$ cat src/rtl/aes_128_pkg.sv
`default_nettype none
// ============================================================================
// aes_128_pkg : shared types and constants for the AES-128 two-port arbiter
// Revision    : 1.0
// ============================================================================
package aes_128_pkg;

    localparam int AES_BLOCK_W     = 128;
    localparam int DEFAULT_TIMEOUT = 64;

    typedef enum logic [1:0] {
        IDLE  = 2'd0,
        BUSY  = 2'd1,
        ABORT = 2'd2
    } arb_state_t;

endpackage
`default_nettype wire

$ cat src/rtl/aes_128_rr_arb2.sv
`default_nettype none
// ============================================================================
// aes_128_rr_arb2 : 2-way round-robin grant with its last-granted pointer
// Revision        : 1.0
// ============================================================================
module aes_128_rr_arb2 (
    input  logic       clk,
    input  logic       rst_n,
    input  logic [1:0] req_i,
    input  logic       advance_i,
    output logic       any_o,
    output logic       gnt_id_o
);

    logic last_q;

    // The port not granted last wins a tie; a lone requester always wins.
    always_comb begin
        any_o = |req_i;
        if (last_q) begin
            gnt_id_o = ~req_i[0];
        end else begin
            gnt_id_o = req_i[1];
        end
    end

    always_ff @(posedge clk or negedge rst_n) begin
        if (!rst_n) begin
            last_q <= 1'b1;
        end else if (advance_i && any_o) begin
            last_q <= gnt_id_o;
        end
    end

endmodule
`default_nettype wire

$ cat src/rtl/aes_128_arbiter_2req.sv
`default_nettype none
// ============================================================================
// aes_128_arbiter_2req : shares one AES-128 core between two block requesters
// Revision             : 1.0
// ============================================================================
module aes_128_arbiter_2req
    import aes_128_pkg::*;
#(
    parameter int TIMEOUT = DEFAULT_TIMEOUT
) (
    input  logic                   clk,
    input  logic                   rst_n,
    input  logic                   kill,
    input  logic [AES_BLOCK_W-1:0] req0_data,
    input  logic                   req0_valid,
    output logic                   req0_ready,
    input  logic [AES_BLOCK_W-1:0] req1_data,
    input  logic                   req1_valid,
    output logic                   req1_ready,
    output logic [AES_BLOCK_W-1:0] resp0_data,
    output logic                   resp0_valid,
    input  logic                   resp0_ready,
    output logic [AES_BLOCK_W-1:0] resp1_data,
    output logic                   resp1_valid,
    input  logic                   resp1_ready,
    output logic [AES_BLOCK_W-1:0] core_in_data,
    output logic                   core_in_en,
    output logic                   core_kill,
    input  logic [AES_BLOCK_W-1:0] core_out_data,
    input  logic                   core_out_en,
    output logic                   owner,
    output logic                   busy,
    output logic                   timeout_irq_pulse,
    output logic                   timeout_id
);

    localparam logic [7:0] c_wd_last = 8'(TIMEOUT - 1);

    arb_state_t             state_q, state_d;
    logic [1:0]             pend_q, pend_d;
    logic [1:0]             rvalid_q, rvalid_d;
    logic [AES_BLOCK_W-1:0] req0_buf_q, req0_buf_d;
    logic [AES_BLOCK_W-1:0] req1_buf_q, req1_buf_d;
    logic [AES_BLOCK_W-1:0] resp0_q, resp0_d;
    logic [AES_BLOCK_W-1:0] resp1_q, resp1_d;
    logic [AES_BLOCK_W-1:0] cin_q, cin_d;
    logic                   cin_en_q, cin_en_d;
    logic                   owner_q, owner_d;
    logic                   busy_q, busy_d;
    logic                   tid_q, tid_d;
    logic [7:0]             wd_q, wd_d;

    logic [1:0]             w_elig;
    logic                   w_issue;
    logic                   w_arb_any;
    logic                   w_arb_id;

    // A port with an undrained response is held back so its slot is free on completion.
    assign w_elig  = pend_q & ~rvalid_q;
    assign w_issue = (state_q == IDLE) && !kill;

    aes_128_rr_arb2 u_arb (
        .clk       (clk),
        .rst_n     (rst_n),
        .req_i     (w_elig),
        .advance_i (w_issue),
        .any_o     (w_arb_any),
        .gnt_id_o  (w_arb_id)
    );

    always_comb begin
        state_d    = state_q;
        pend_d     = pend_q;
        rvalid_d   = rvalid_q;
        req0_buf_d = req0_buf_q;
        req1_buf_d = req1_buf_q;
        resp0_d    = resp0_q;
        resp1_d    = resp1_q;
        cin_d      = cin_q;
        cin_en_d   = 1'b0;
        owner_d    = owner_q;
        tid_d      = tid_q;
        wd_d       = wd_q;

        if (kill) begin
            pend_d   = 2'b00;
            rvalid_d = 2'b00;
            state_d  = IDLE;
            wd_d     = 8'd0;
        end else begin
            if (req0_valid && !pend_q[0]) begin
                pend_d[0]  = 1'b1;
                req0_buf_d = req0_data;
            end
            if (req1_valid && !pend_q[1]) begin
                pend_d[1]  = 1'b1;
                req1_buf_d = req1_data;
            end
            if (rvalid_q[0] && resp0_ready) rvalid_d[0] = 1'b0;
            if (rvalid_q[1] && resp1_ready) rvalid_d[1] = 1'b0;

            unique case (state_q)
                IDLE: begin
                    if (w_arb_any) begin
                        pend_d[w_arb_id] = 1'b0;
                        cin_d            = w_arb_id ? req1_buf_q : req0_buf_q;
                        cin_en_d         = 1'b1;
                        owner_d          = w_arb_id;
                        wd_d             = 8'd0;
                        state_d          = BUSY;
                    end
                end
                BUSY: begin
                    // Completion takes precedence over an expiring watchdog.
                    if (core_out_en) begin
                        rvalid_d[owner_q] = 1'b1;
                        if (owner_q) resp1_d = core_out_data;
                        else         resp0_d = core_out_data;
                        state_d = IDLE;
                    end else if (wd_q == c_wd_last) begin
                        tid_d   = owner_q;
                        state_d = ABORT;
                    end else if (busy_q) begin
                        wd_d = wd_q + 8'd1;
                    end
                end
                ABORT: begin
                    state_d = IDLE;
                end
                default: begin
                    state_d = IDLE;
                end
            endcase
        end

        // busy trails the issue pulse by a cycle and drops as the block leaves BUSY.
        busy_d = (state_q == BUSY) && (state_d == BUSY);
    end

    always_ff @(posedge clk or negedge rst_n) begin
        if (!rst_n) begin
            state_q    <= IDLE;
            pend_q     <= 2'b00;
            rvalid_q   <= 2'b00;
            req0_buf_q <= '0;
            req1_buf_q <= '0;
            resp0_q    <= '0;
            resp1_q    <= '0;
            cin_q      <= '0;
            cin_en_q   <= 1'b0;
            owner_q    <= 1'b0;
            busy_q     <= 1'b0;
            tid_q      <= 1'b0;
            wd_q       <= 8'd0;
        end else begin
            state_q    <= state_d;
            pend_q     <= pend_d;
            rvalid_q   <= rvalid_d;
            req0_buf_q <= req0_buf_d;
            req1_buf_q <= req1_buf_d;
            resp0_q    <= resp0_d;
            resp1_q    <= resp1_d;
            cin_q      <= cin_d;
            cin_en_q   <= cin_en_d;
            owner_q    <= owner_d;
            busy_q     <= busy_d;
            tid_q      <= tid_d;
            wd_q       <= wd_d;
        end
    end

    assign req0_ready        = ~pend_q[0];
    assign req1_ready        = ~pend_q[1];
    assign resp0_valid       = rvalid_q[0];
    assign resp1_valid       = rvalid_q[1];
    assign resp0_data        = resp0_q;
    assign resp1_data        = resp1_q;
    assign core_in_data      = cin_q;
    assign core_in_en        = cin_en_q;
    assign core_kill         = kill || (state_q == ABORT);
    assign timeout_irq_pulse = (state_q == ABORT);
    assign owner             = owner_q;
    assign busy              = busy_q;
    assign timeout_id        = tid_q;

endmodule
`default_nettype wire
$ cat config.mk
export PLATFORM = sky130hd
export DESIGN_NAME = aes_128_arbiter_2req
export DESIGN_NICKNAME = d
export VERILOG_FILES = /design/src/rtl/aes_128_pkg.sv /design/src/rtl/aes_128_rr_arb2.sv /design/src/rtl/aes_128_arbiter_2req.sv
export SDC_FILE = /design/constraint.sdc
export NUM_CORES = 1
export LEC_CHECK = 0
export BUFFER_PORTS_ARGS = -buffer_cell sky130_fd_sc_hd__buf_2
export CAP_MARGIN = 20
export CORE_AREA = 2 2 309 311
export CTS_BUF_LIST = sky130_fd_sc_hd__clkbuf_8
export DETAILED_ROUTE_END_ITERATION = 7
export DIE_AREA = 0 0 311 313
export GPL_ROUTABILITY_DRIVEN = 0
export PLACE_DENSITY = 0.6
export SETUP_SLACK_MARGIN = 0.02
export SLEW_MARGIN = 30
export SYNTH_ARGS = -nofsm -noshare
export SYNTH_HDL_FRONTEND = slang
export SYNTH_SLANG_ARGS = --single-unit
export TNS_END_PERCENT = 30
$ cat constraint.sdc
create_clock -name clk -period 5 [get_ports clk]
set_input_delay 0.25 -clock clk [delete_from_list [all_inputs] [get_ports clk]]
set_output_delay 0.25 -clock clk [all_outputs]
set_load 0.05 [all_outputs]
Word-level counts from Yosys, hierarchy flattened
Index checks and enable logic that the tools add are counted.
- add/subtract/negate cells: 1
- mux-type cells: 34
- reduce and logical (&&, ||, !) cells: 23
- equal/unequal tests: 8
- bitwise gates (word level): 11
- order comparisons: 4
- operator list (cell ; number):
    $mux W128 ; 1
    $mux W8 ; 5
    $mux W2 ; 10
    $pmux W8 S2 ; 1
    $mux W1 ; 14
    $reduce_and A4 Y1 ; 3
    $logic_and A1 B1 Y1 ; 9
    $ne A3 B3 Y1 const B ; 3
    $add A8 B1 Y8 const B ; 1
    $eq A8 B6 Y1 const B ; 1
    $not A1 Y1 ; 6
    $reduce_and A5 Y1 ; 1
    $and A2 B2 Y2 ; 2
    $eq A2 B1 Y1 const B ; 2
    $lt A1 B2 Y1 const B ; 2
    $not A2 Y2 ; 2
    $pmux W2 S2 ; 1
    $reduce_and A2 Y1 ; 2
    $logic_not A1 Y1 ; 3
    $ne A3 B2 Y1 const B ; 1
    $reduce_and A3 Y1 ; 1
    $reduce_bool A3 Y1 ; 1
    $demux W1 S1 ; 2
    $eq A2 B2 Y1 const B ; 1
    5 further kinds ; 6
- bits in registers: 659
- bits of input ports: 392
- output and inout bits: 394
- word-level logic and storage cells: 95

Logic depth before layout (Yosys ltp)
- depth in word-level cells: 13
- mapped depth: 7
- depth with buffers taken out: 5

Hierarchy
From an unflattened synthesis, not the netlist that was laid out.
- cells, all modules: 1741
- area total of the unflattened synthesis: 25908.6 um^2
- modules (own cells, without submodules) (module ; instances ; cells an instance ; area an instance (um^2) ; seq. area each (um^2)):
    aes_128_arbiter_2req ; 1 ; 1735 ; 25856.0 ; 16465.8
    aes_128_rr_arb2 ; 1 ; 6 ; 52.6 ; 26.3

Worst setup path before layout
OpenSTA, ideal clock, no wires.
- kind: reg-to-output
- start point: register state_q[1]
- end point: output core_kill
- setup slack: 2.957 ns
- cell stages (with the launch flop): 4
- path buffers: 1
- data arrival time: 1.793 ns
- required time: 4.750 ns
- cells stage by stage: dfrtp_1 > clkbuf_1 > nor2b_1 > or2_2
- longest elaborated chain between the ends: 2
- ends and longest elaborated chain (item ; line ; text):
    start: declaration ; aes_128_arbiter_2req.sv:39 ; arb_state_t state_q, state_d;
    start signal: assignment ; aes_128_arbiter_2req.sv:156 ; state_q <= state_d;
    $eq A2 B2 Y1 ; - ;
    net timeout_irq_pulse ; aes_128_arbiter_2req.sv:33 ; output logic timeout_irq_pulse,
    $logic_or A1 B1 Y1 ; aes_128_arbiter_2req.sv:180 ; assign core_kill = kill || (state_q == ABORT);
    end: declaration ; aes_128_arbiter_2req.sv:28 ; output logic core_kill,
The timed path passes the listed nets, and every way through them passes these cells.

Worst setup path after layout
- start point: register state_q[0]
- end point: register resp0_q[5] (netlist: resp0_data[5])
- longest elaborated chain between the ends: 2
- ends and longest elaborated chain (item ; line ; text):
    $eq A2 B1 Y1 ; aes_128_arbiter_2req.sv:102 ; unique case (state_q)
    $reduce_and A4 Y1 (no line) ; - ;
    end signal: assignment ; aes_128_arbiter_2req.sv:161 ; resp0_q <= resp0_d;
    end: declaration ; aes_128_arbiter_2req.sv:44 ; logic [AES_BLOCK_W-1:0] resp0_q, resp0_d;
Every way passes these cells.
A chain may end at the register's enable or synchronous reset.

==> summary.md <==
| Metric | Value |
|---|---|
| Number of vias per cell | about 4.3 |
| DRC | 0 |
| R2r endpoint | resp0_data[5] |
| Sw Share | 45.60% |
| Drt total wl | roughly 77000 um |
| Post-Syn Area | around 26000 um2 |
| Post-route design area | 37570 um2 |
| Synthesized area per cell | 14.82 um2 |
| Root Buffer | clkbuf_8 |
| Postcts setup bufs | 0 |
| Routed Antenna Nets | 0 |
| Core region area | ~94000 um2 |
| Cells after synthesis | 1740 |
| Number of synthesized flops with an enable pin | 0 |
| # H-tree levels | 3 |
| Slew HR | a little under two fifths |
| Critical path's slowest cell | dfrtp_1 |
| Clock Power Share | approximately a fifth |
| Min-delay worst type | input pin to async pin |
| Clock latency on the worst-skew pair | 0.75 ns |
| Commonest register cell after synthesis | dfrtp_1 |
| Comb power frac | 45.2% |
| FILL cells | 8827 |
| Starting DRT DRC Count | ~940 |
| Most crowded layer after global routing | met2 |
| TNS Setup | 0 ns |
| Hpwl dp | around 53000 um |
| Instance area at placement | 31180 um2 |
| Register area share after synthesis | a little under two thirds |
| Vias in the first global route | 19.78k |
| Cells on worst reg2reg path | 6 |
| PostCTS Resize Cnt | 0 |
| Vias | 18.76k |
| Remaining global-route overflow | 0 |
| Seq pwr share | between 30% and 40% |
| Met3 usage | under 10% |
| Largest net degree at the start of global routing | around 150 |
| Switching power | around 11 mW |
| Top post-synthesis cells by area | dfrtp_1, mux2_2, mux2i_1 |
| Layout cell share with drive strength beyond 1 | around half |
| Nets | between 3k and 4k |
| Outcome | finished, final reports clean |
| IO Pins | between 700 and 800 |
| FF-to-FF setup slack | 2.41 ns |
| CTS clk-pin slew, worst paths | 0.06 ns |
| Peak VDD IR | between 300 and 400 uV |
| RR Startpoint | state_q[0] |
| DP Worst Slack | between 2 and 2.5 ns |
| Clock tree buffer depth | 3 |
| Hold Fails Final Rpt | 0 |
| Post-layout power | 24.93 mW |
| Crit path max fanout | 35 |
| Area grow syn2layout | 45.73% |
| Syn_nets | 2133 |
| FP Rows | between 100 and 150 |
| Cells along the critical path | nor3b_4 -> nand2_1 -> nor2_4 -> buf_16 -> buf_12 -> mux2_2 |
| Die Wd | around 310 um |
| Internal power | around 14 mW |
| Setup crit end kind | register |
| Commonest non-fill, non-tap cell in the layout | buf_2 |
| Total of max-cap violations | 0 |
| Library cells used by synthesis | 42 |
| Hold Buf Count CTS | a little under 400 |
| Total track usage | between 10% and 20% |
| Dominant cell type by area after synthesis | dfrtp_1 |
| Die area | between 90000 and 100000 um2 |
| Finished Core Util | between 30% and 40% |
| P_leak | 17.72 nW |
| M2 GR Usage | approximately a quarter |
| Initial Utilization | approximately 27% |
| Initial antenna violation count | 8 |
| Crit path launch type | register |
| Yosys warnings | 0 |
| Critical path class | register to register |
| CP required | 5.59 ns |
| CTS Buf Count | around 110 |
| Clk_skew | approximately 0.040 ns |
| First-pass GRT wire length | between 100000 and 150000 um |
| CP arrival | 3.18 ns |
| Die Ht | ~310 um |
| Final worst slack | between 2 and 2.5 ns |
| Most frequent cells in the layout | buf_2, dfrtp_1, mux2_2 |
| Final min period | approximately 2.6 ns |
| FMAX | slightly below 0.4 GHz |
| Yosys top cell area share | around 64% |
| TritonCTS clock tree | built |
| DR WL/cell | 17.85 um |
| Unrepaired setup endpoints after global routing | no |
| Ys async rst share | 100.0% |
| Tightest Pin Transition | roughly 0.94 ns |
| Worst path max stage delay | about 0.48 ns |
| Port Buffer Count | approximately 800 |
| Drt pass-1 iters | 5 |
| # clock sinks | 659 |
| Pwr dens | around 660 nW/um2 |
| Final Setup Violations | 0 |
| FF+latch count, synth | roughly 660 |
| Routing usage on met1 | a little under a fifth |
| Max Slew Vio Count | 0 |
| Post-route clock period utilization | around half |
## layer usage
metal	vias up	part of all wire [%]
li1	8624	-
met5	-	0
met4	0	4.3
met2	654	48
met3	159	7.8
met1	9325	40
## critical path, delay by kind of cell (launching register included)
kind	cells	cell delay, ns
buf+inv	2	0.46
flops	1	0.48
mux	1	0.37
simple gates	3	1.06
## metrics by stage
stage	std cells	hold slack, ns
2_1_floorplan	1740	-0.04559
3_3_place_gp	3717	0.3676
3_5_place_dp	3719	0.3733
4_1_cts	4322	0.09436
5_1_grt	4327	0.1571
6_report	4329	0.1539
## power groups by stage
stage                     sequential [mW]  combinational (mW)  clock, mW
after floorplan                      13.6                2.89          0
after global placement               8.50                10.9          0
after detailed placement             8.55                11.1          0
after CTS                            8.48                11.3       5.34
after global routing                 8.74                11.8       5.59
final                                8.48                11.3       5.19
## kinds of logic (layout without fill, tap and decap cells)
kind of cell	count (synthesis)	in the layout	share of synthesized area (%)
other	0	7	0
DFF	659	659	63.98
AOI/OAI and AO/OA	155	155	3.335
and+or+nand+nor	175	175	2.932
adders and majority gates	1	1	0.04853
muxes	641	641	27.38
buffers and inverters	109	1426	2.330
## Yosys cell counts (all sizes together) (2+ instances only)
cell and count:
o211ai 2, nor3 2, nand2b 2, nand4 3
nand2 8, mux2 513, mux2i 128, inv 6
nand4b 3, or2 2, dfrtp 658, nor2 138
a41oi 3, a31oi 3, o21ai 4, a211oi 2
clkbuf 14, and3 7, a21oi 131, buf 89
nor3b 2, nand3 2, nor2b 2, o22a 3
or3b 2
## final cells by class
type | count | area (um2) | area share, %
tap | 1265 | 1583 | 4.213
antenna | 7 | 17.52 | 0.04663
clock buffer | 139 | 1913 | 5.092
sequential | 659 | 16490 | 43.90
inverter | 6 | 22.52 | 0.05995
timing repair buffer | 1210 | 8290 | 22.07
multi-input combinational | 972 | 8727 | 23.23
clock inverter | 71 | 521.8 | 1.389
## how the worst max path moves through the flow
stage | start | endpoint | depth (start not counted)
2_1_floorplan | state_q[1] | core_kill | 3
5_1_grt | state_q[0] | resp0_data[123] | 6
3_5_place_dp | state_q[1] | resp0_data[123] | 6
3_3_place_gp | state_q[1] | resp0_data[30] | 5
6_report | state_q[0] | resp0_data[5] | 6
4_1_cts | state_q[0] | resp0_data[5] | 6
## state kept, by name, indices dropped and copies added, names as in the netlist, 8 cells and up
name	flops
resp1_data	128
resp0_data	128
req1_buf_q	128
req0_buf_q	128
core_in_data	128
wd_q	8
Note: power is estimated with default switching activity, not from simulation.
